--- config.mk ---
export PLATFORM = sky130hd
export DESIGN_NAME = bob_addr_mw
export DESIGN_NICKNAME = d
export VERILOG_FILES = /design/src/rtl/bob_addr_mw.sv
export SDC_FILE = /design/constraint.sdc
export NUM_CORES = 1
export LEC_CHECK = 0
export CAP_MARGIN = 5
export CORE_MARGIN = 2
export CORE_UTILIZATION = 42
export DETAILED_ROUTE_END_ITERATION = 6
export DONT_BUFFER_PORTS = 1
export GPL_TIMING_DRIVEN = 0
export SLEW_MARGIN = 20
export SYNTH_ARGS = -nofsm -noshare
export SYNTH_HDL_FRONTEND = slang
export SYNTH_SLANG_ARGS = --single-unit
--- constraint.sdc ---
create_clock -name clk -period 10.8 [get_ports clk]
set_input_delay 1.08 -clock clk [delete_from_list [all_inputs] [get_ports clk]]
set_output_delay 1.08 -clock clk [all_outputs]
set_load 0.005 [all_outputs]
--- src/rtl/bob_addr_mw.sv ---
// rtl/bob_addr_mw.sv - multi-way BOB address tracker (optional almost_full via BOB_ADDR_MW_AF_EN)
module bob_addr_mw #(
    parameter int DEPTH     = 48,
    parameter int AW        = 6,
    parameter int NEW_MAX   = 2,
    parameter int RET_MAX   = 2,
    parameter int AF_THRESH = 40
) (
    input  logic          clk,
    input  logic          rst,
    input  logic          except,
    input  logic [2:0]    new_cnt,
    input  logic          stall,
    output logic          doStall,
    output logic [AW-1:0] new_addr,
    output logic [AW:0]   occ,
    output logic          hasRetire,
    input  logic [2:0]    ret_cnt,
    output logic [AW-1:0] retire_addr,
    output logic [AW-1:0] retire_addr_q
`ifdef BOB_ADDR_MW_AF_EN
    ,
    output logic          almost_full
`endif
);

    logic [AW-1:0] r_tail;
    logic [AW-1:0] r_head;
    logic [AW:0]   r_occ;

    logic [2:0]    w_ret_eff;
    logic [2:0]    w_new_eff;
    logic          w_grant;
    logic          w_do_stall;
    logic [AW-1:0] w_tail_nxt;
    logic [AW-1:0] w_head_nxt;
    logic [AW:0]   w_occ_nxt;

    // Advance a pointer by k entries around a ring of DEPTH slots. DEPTH need
    // not be a power of two, so the wrap is an explicit compare, not truncation.
    function automatic logic [AW-1:0] f_adv(input logic [AW-1:0] p, input logic [2:0] k);
        if (int'(p) > DEPTH - 1 - int'(k))
            f_adv = AW'(int'(p) + int'(k) - DEPTH);
        else
            f_adv = AW'(int'(p) + int'(k));
    endfunction

    // Grant/stall decision, retire clamping and next-state pointer arithmetic.
    always_comb begin
        w_ret_eff  = (int'(ret_cnt) > int'(r_occ)) ? 3'(r_occ) : ret_cnt;
        // Registered occupancy only: same-cycle retirements never make room.
        w_do_stall = (int'(r_occ) + int'(new_cnt)) > DEPTH;
        w_grant    = (new_cnt != 3'd0) && !stall && !w_do_stall && !except;
        w_new_eff  = w_grant ? new_cnt : 3'd0;
        w_tail_nxt = f_adv(r_tail, w_new_eff);
        w_head_nxt = f_adv(r_head, w_ret_eff);
        w_occ_nxt  = (AW+1)'(int'(r_occ) + int'(w_new_eff) - int'(w_ret_eff));
    end

    // Next-cycle RAM read address: the head as it will be after this edge.
    always_comb begin
        if (rst)
            retire_addr = '0;
        else if (except)
            retire_addr = r_tail;
        else
            retire_addr = w_head_nxt;
    end

    // Pointer and occupancy state; a flush empties the buffer by moving head to tail.
    always_ff @(posedge clk) begin
        if (rst) begin
            r_tail <= '0;
            r_head <= '0;
            r_occ  <= '0;
        end else if (except) begin
            r_head <= r_tail;
            r_occ  <= '0;
        end else begin
            r_tail <= w_tail_nxt;
            r_head <= w_head_nxt;
            r_occ  <= w_occ_nxt;
        end
    end

`ifdef BOB_ADDR_MW_AF_EN
    logic r_af;

    // Early warning one cycle ahead of doStall, based on the occupancy being loaded.
    always_ff @(posedge clk) begin
        if (rst || except)
            r_af <= 1'b0;
        else
            r_af <= int'(w_occ_nxt) >= AF_THRESH;
    end

    assign almost_full = r_af;
`endif

    assign doStall       = w_do_stall;
    assign new_addr      = r_tail;
    assign occ           = r_occ;
    assign hasRetire     = (r_occ != '0);
    assign retire_addr_q = r_head;

    a_param_ok: assert property (@(posedge clk)
        DEPTH >= 2 && DEPTH <= (1 << AW) && AF_THRESH >= 0 && AF_THRESH <= DEPTH);
    a_new_legal: assert property (@(posedge clk) disable iff (rst)
        int'(new_cnt) <= NEW_MAX);
    a_ret_legal: assert property (@(posedge clk) disable iff (rst)
        int'(ret_cnt) <= RET_MAX);
    // Over-requested retirement is legal but worth seeing in coverage reports.
    c_ret_clamped: cover property (@(posedge clk) disable iff (rst)
        !except && int'(ret_cnt) > int'(r_occ));

endmodule
# [Yosys cells after proc, flatten, opt, wreduce, memory -nomap -nowiden]
# Index checks and enable logic that the tools add are counted.
[word_totals] ff_bits=19 output_inout_bits=27
[classes] add_sub_neg=9 n_lt_le_gt_ge=4 reduce_logical=9 n_mux=6
[ops] op="$mux W6" count=4
[ops] op="$gt A7 B7 Y1" count=2
[ops] op="$sub A6 B3 Y7 const A" count=2
[ops] op="$add A6 B3 Y6" count=2
[ops] op="$sub A6 B5 Y6 const B" count=2
[ops] op="$add A7 B3 Y8" count=1
[ops] op="$gt A8 B6 Y1 const B" count=1
[ops] op="$add A7 B3 Y7" count=1
[ops] op="$gt A3 B7 Y1" count=1
[ops] op="$reduce_bool A7 Y1" count=1
[ops] op="$sub A7 B3 Y7" count=1
[ops] op="$mux W3" count=2
[ops] op="$logic_and A1 B1 Y1" count=3
[ops] op="$logic_not A1 Y1" count=3
[ops] op="$reduce_bool A3 Y1" count=1
[ops] op="$reduce_or A2 Y1" count=1

# [Longest topological paths before layout]
# Gate-level depths: netlist of run 1.
[logic_depth] word_depth=9 depth_mapped=17 mapped_depth_nobuf=17

# [Worst setup path after synthesis of run 1]
# No wires, ideal clock.
[synth_path] path_type="input to output" from="in ret_cnt[2]" to="out retire_addr[5]" required_time_ns=9.720 arrival_ns=3.788 stages=12 n_path_buf=0 slack_ns=5.932 cell_sequence="ha_1 -> nand4_1 -> nand3_1 -> nor2_1 -> mux2_2 -> ha_1 -> fa_1 -> a21oi_1 -> nor2_1 -> xnor2_1 -> or4_4 -> o221ai_2"
[synth_via] elab_chain_len=7 word_cells_on_any_way=9
[synth_rtl] element="from (decl)" line_no="18" rtl="input logic [2:0] ret_cnt,"
[synth_rtl] element="$gt A3 B7 Y1" line_no="50" rtl="w_ret_eff = (int'(ret_cnt) > int'(r_occ)) ? 3'(r_occ) : ret_cnt;"
[synth_rtl] element="$mux W3 (*)" line_no="50"
[synth_rtl] element="$add A6 B3 Y6 / $sub A6 B3 Y7 (equally long branches)" line_no="43, 45, 42"
[synth_rtl] element="$sub A6 B5 Y6 / $gt A7 B7 Y1 (equally long branches)" line_no="43, 42"
[synth_rtl] element="$mux W6 (*)" line_no="42" rtl="if (int'(p) > DEPTH - 1 - int'(k))"
[synth_rtl] element="$mux W6 (*)" line_no="64" rtl="else if (except)"
[synth_rtl] element="$mux W6 (*)" line_no="62" rtl="if (rst)"
[synth_rtl] element="to (decl)" line_no="19" rtl="output logic [AW-1:0] retire_addr,"
# Mark *: on every way between the ends. The rest lies on a longest branch, timed or not.

# [Worst setup path in the final report of run 1]
# Ends and elaborated chain as after synthesis.

==> metrics.txt, run 1 <==
status=finished, final reports clean; RSZ-0062 raised after global routing=no; Slew Limit Fails=0; final worst path period share=47.2%; Antenna Cells=0; Post-DP Area=1840 sq um; top_reg_cell synth=dfxtp_1; number of remaining DRC errors=0; # setup viols final=0; Site Rows=23; largest net degree at the start of global routing=13; dpl hpwl=3.05 mm; Synth Cell Area=1780 sq um; Hold Buf Count CTS=0; P_leak=0.819 nW; grt total ovfl=0; first-pass GRT wire length=6.41 mm; Arr. time, crit path=4020 ps; FF/Latch Area=380 sq um; Slew headroom=58.2%; gr usage total=16.4%; Final TNS setup=0 ps; Startpoint Class=input port; R2R cell count=15; number of fill cells=397; NetSw=0.000161 W; Async S/R FF share, synth=0%; synth unique cells=44; worst skew pair latency=260 ps; Synth Warn #=0; Gate Count Post-Synth=206; PortBufs=0; # nets final=254; post-CTS setup buffer count=0; CP Class=input port to output port; syn_nets=249; drt wl/cell=14.6 um; Min-Delay Path Class=flop to flop; number of global-route vias before repair=1307; #FFs+latches synth=19; Internal=0.000208 W; post-synth top area cell=dfxtp_1; clock sinks=19; routed vias=1386; maximum VDD drop=0.0000876 V; Initial Utilization=44.1%; initial antenna violation count=0; Worst setup EP type=output port; die height=69.1 um; top area cells in the synthesized netlist=dfxtp_1, ha_1, fa_1; multi-input logic area=1310 sq um; clock skew=4.65 ps; Slew @ Worst Pin=624 ps; gpl congestion=0.823; first-pass iteration count of the detailed router=4; Switching Share=43.6%; Post-synth EDFFs=0; worst hold stages=2; fmax=0.196 GHz; sequential area share after synthesis=21.4%; top cell type's share of synthesized area=21.4%; die width=69.1 um; share of layout cells above drive strength 1=5.71%; TritonCTS buffer count=3; crit path max fanout=5; Final ANT Viol Nets=0; Logic pwr share=58.0%; crit path time final=5100 ps; DRT Wirelength=3.81 mm; Req. time, crit path=9720 ps; Core Footprint=4030 sq um; CTS Buffer Depth=2; P&R area growth vs syn=6.26%; H-Tree Depth=1; Fin. Hold Viols=0; initial DRC count=44; max_cap viols=0; Clock transition at path regs=80 ps; Post-CTS Resized=0; PD cells=195 nW/um^2; CTS root buf=clkbuf_8; synthesized area per cell=8.63 sq um; Seq pwr share=27.5%; Finished Cell Area=1890 sq um; CTS tree=done; Die ar.=4770 sq um; num ports=37; clock network power share=14.5%; vias per cell=5.33
==> power groups by stage <==
stage	Combinational, W	Sequential (W)	Clock, W
2_1_floorplan	0.000178	0.0000983	0
3_3_place_gp	0.000213	0.000103	0
3_5_place_dp	0.000214	0.000104	0
5_1_grt	0.000247	0.000104	0.0000580
4_1_cts	0.000215	0.000102	0.0000551
6_report	0.000214	0.000101	0.0000535
==> worst max-delay path, cell delays in order <==
cell and delay [ps]:
ha_1 280, nand4_1 100, nand3_1 80, nor2_1 370, mux2_2 410, ha_1 230
fa_1 420, a21oi_1 160, nor2_1 70, xnor2_1 170, or4_4 560, o221ai_2 90
==> kinds of logic after synthesis <==
family	count (synthesis)	synth area share [%]
AOI/OAI and AO/OA	48	18.3
xor gates and xnor gates	13	6.40
adders and majority gates	33	25.8
buffers and inverters	24	5.07
and+or+nand+nor	63	19.5
DFF	19	21.4
muxes	6	3.59
==> registers in the layout, indices dropped and copies added (netlist names) <==
name / cells
retire_addr_q: 6
new_addr: 6
occ: 7
==> stage by stage <==
stage / power (W) / cells / hold WS (ps) / setup slack (ps) / utilization [%]
floorplan: 0.000276 / 206 / 499 / 5930 / -
global route: 0.000409 / 260 / 614 / 5530 / 46.9
finish: 0.000369 / 260 / 551 / 5700 / 46.9
global placement: 0.000317 / 256 / 546 / 5720 / 45.7
CTS: 0.000372 / 260 / 556 / 5710 / 46.9
detailed placement: 0.000317 / 256 / 544 / 5730 / 45.7
==> layout by cell type (no fill, tap or decap), types with 4 or more instances in the layout <==
cell / netlist / routed
a21o_1: 8 / 8
a21oi_1: 17 / 17
and3_1: 5 / 5
clkbuf_1: 4 / 4
dfxtp_1: 19 / 19
fa_1: 6 / 6
ha_1: 27 / 27
inv_1: 20 / 20
nand2_1: 10 / 10
nand2b_1: 5 / 5
nand3_1: 7 / 7
nor2_1: 12 / 12
o211ai_1: 4 / 4
o21ai_0: 4 / 4
xnor2_1: 9 / 9
xor2_1: 4 / 4
==> final timing paths <==
kind                            slack [ps]   startpoint        endpoint
worst max-delay path                  5700   ret_cnt[2]  retire_addr[5]
worst min-delay path                   550  new_addr[0]     new_addr[0]
worst max register to register        6240       occ[0]          occ[6]
worst min register to register         550  new_addr[0]     new_addr[0]
==> Yosys cell counts, types with 2 or more instances <==
cell type,number
dfxtp_1,19
nor3_1,3
fa_1,6
a21o_1,8
nor2_1,12
nor2b_1,3
o211ai_1,4
and3_1,5
mux2i_1,3
ha_1,27
mux2_2,3
o21ai_0,4
xnor2_1,9
or3_1,2
clkbuf_1,4
and2_1,3
o21a_1,2
nand2b_1,5
xor2_1,4
nand4_1,3
nand3_1,7
a31oi_1,2
nand3b_1,3
a21oi_1,17
nand2_1,10
inv_1,20
==> area by class of cell <==
| cell class | instances | share of cell area, % |
|---|---|---|
| clock buffers | 3 | 2.19 |
| flip-flops and latches | 19 | 20.1 |
| inverters | 20 | 3.97 |
| multi-input cells | 163 | 69.2 |
| well taps | 50 | 3.31 |
| clock inverters | 1 | 0.397 |
| plain buffers | 4 | 0.795 |
==> per-layer routing <==
metal	vias up	global-route usage, %	wire, um
li1	745	-	-
met5	-	0	0
met3	4	2.78	175
met2	27	24.5	1670
met4	0	4.58	37
met1	610	24.3	1920
Power figures use the tool's default switching activity.
==> run 2, diff against run 1 <==
- ABC_AREA: unset -> 1
- clock period: 10.8 -> 5 ns (I/O delays scaled with it)
==> run 2 against run 1 <==
  * Final area shrank 0.93%
  * Clock power grew 110%
  * Synthesized area shrank 0.84%
  * Largest cell class unchanged
  * Register-to-register slack lost 5100 ps
  * Count of clock-buffer cells in the layout is the same
  * Critical path depth grew 7
  * Clock skew grew 2.9 ps
  * Worst hold slack lost 150 ps
  * Sequential share of layout area grew 0.19 points
  * Power grew 150%
==> metrics.txt, run 2 <==
leading cell type in the layout, fill and taps excluded=nand2_1; PortBufs=0; worst hold stages=3; crit path time final=3930 ps; number of fill cells=442; Fin. Hold Viols=0; RR Endpoint=occ[6]; Initial Utilization=43.8%; number of global-route vias before repair=1422; post-CTS setup buffer count=0; Final TNS setup=0 ps; fmax=0.255 GHz; grt total ovfl=0; sequential area share after synthesis=21.6%; share of layout cells above drive strength 1=6.51%; largest net degree at the start of global routing=12; gr usage total=18.1%; R2R Path Start=occ[1]; top area cells in the synthesized netlist=dfxtp_1, ha_1, nand2_1; CTS Buffer Depth=2; crit path max fanout=6; Gate Count Post-Synth=257; Finished Cell Area=1870 sq um; FF/Latch Area=380 sq um; PD cells=489 nW/um^2; Slew @ Worst Pin=405 ps; PnR worst setup slack=1070 ps; Post-CTS Resized=0; Endpoint, Worst Hold=retire_addr_q[5]; Worst setup EP type=output port; top cell type's share of synthesized area=21.6%; cell with the most instances after synthesis=nand2_1; routed vias=1521; CTS tree=done; Core Footprint=4030 sq um; TritonCTS buffer count=3; Synth Cell Area=1760 sq um; Worst Hold Launch=rst; met1 Track Usage GR=24.4%; dpl hpwl=3.13 mm; initial antenna violation count=0; num ports=37; max_cap viols=0; Slew Limit Fails=0; synth unique cells=24; Async S/R FF share, synth=0%; Clock transition at path regs=80 ps; post-synth top area cell=dfxtp_1; synthesized area per cell=6.86 sq um; Req. time, crit path=4500 ps; syn_nets=300; drt wl/cell=12.2 um; die height=68.8 um; clock skew=7.57 ps; maximum VDD drop=0.000249 V; Slew headroom=72.8%; busiest grt layer=met2; Post-Place Worst Slack=1190 ps; initial DRC count=62; DRT Wirelength=3.81 mm; most frequent cells in the layout=nand2_1, inv_1, ha_1; multi-input logic area=1180 sq um; first-pass iteration count of the detailed router=4; Die ar.=4730 sq um; RSZ-0062 raised after global routing=no; top cells by count, synth=nand2_1, inv_1, ha_1, nor2_1, dfxtp_1; top_reg_cell synth=dfxtp_1; die width=68.8 um; Largest register FFs=7; H-Tree Depth=1; Final ANT Viol Nets=0; Post-synth EDFFs=0; Total Power=0.000915 W; number of remaining DRC errors=0; M2 GR Usage=29.2%; Hold Buf Count CTS=0; status=finished, final reports clean; P&R area growth vs syn=6.17%; P_leak=0.946 nW; final worst path period share=78.6%; first-pass GRT wire length=6.36 mm; # setup viols final=0; gpl congestion=0.751; clock sinks=19; # nets final=305; Startpoint Class=flop; vias per cell=4.89; Min-Delay Path Class=input port to flop; CTS root buf=clkbuf_8; Antenna Cells=0; Arr. time, crit path=3430 ps; worst skew pair latency=260 ps; R2R cell count=19; reg-to-reg slack, setup=1190 ps; Post-DP Area=1830 sq um; CP Class=flop to output port; met3 Use GR=4.87%; Synth Warn #=0; Site Rows=23; #FFs+latches synth=19
==> run 2: final cells by class <==
type / instances / share of cell area (%)
Multi-Input combinational cell: 185 / 63.1
Sequential cell: 19 / 20.3
Inverter: 51 / 10.2
Tap cell: 50 / 3.34
Clock buffer: 3 / 2.21
Buffer: 2 / 0.535
Clock inverter: 1 / 0.267
==> run 2: logic make-up after synthesis <==
group | count (synthesis) | share of synthesized area, %
AND/OR/NAND/NOR | 108 | 26.4
buffers and inverters | 53 | 11.4
AO/OA/AOI/OAI | 39 | 12.1
adder cells (fa/ha/maj) | 33 | 26.0
flip-flops | 19 | 21.6
XOR/XNOR | 5 | 2.48
==> run 2: worst max-delay path by stage <==
stage | from | to | slack [ps] | cells past startpoint
2_1_floorplan | new_cnt[0] | occ[6] | 1500 | 19
3_3_place_gp | occ[0] | occ[6] | 1210 | 20
3_5_place_dp | occ[0] | occ[6] | 1190 | 19
4_1_cts | occ[1] | retire_addr[5] | 1040 | 19
5_1_grt | occ[1] | retire_addr[5] | 680 | 19
6_report | occ[1] | retire_addr[5] | 1070 | 19
==> run 2: routing by layer <==
metal  share of wire, %  routed length (um)
met5                  0                   0
met4               0.60                  23
met1                 49                1880
met3                5.9                 224
met2                 44                1680
==> run 2: critical path, stage by stage, from the launching register on <==
cell      delay [ps]
dfxtp_1          490
clkinv_1         210
ha_1             340
nand2_1           50
o21ai_1          120
nand4_1          250
o21ai_1          260
inv_1             90
ha_1             230
fa_1             390
nand2_1          110
a21oi_1           90
inv_1             60
nand2_1           40
nand2_1           90
nand3_1          100
nand2_1           80
nand3_1           70
nand2_1           60
inv_1             50
==> run 2: where the power goes <==
part / internal (W) / switching (W)
logic: 0.000214 / 0.000350
clock network: 0.0000555 / 0.0000555
registers: 0.000186 / 0.0000535
total: 0.000455 / 0.000459
==> run 2: through the flow <==
step	hold WS, ps	util, %	cells
CTS	398	46.5	311
global placement	559	45.3	307
floorplan	494	-	257
global route	426	46.5	311
finish	402	46.5	311
detailed placement	567	45.3	307
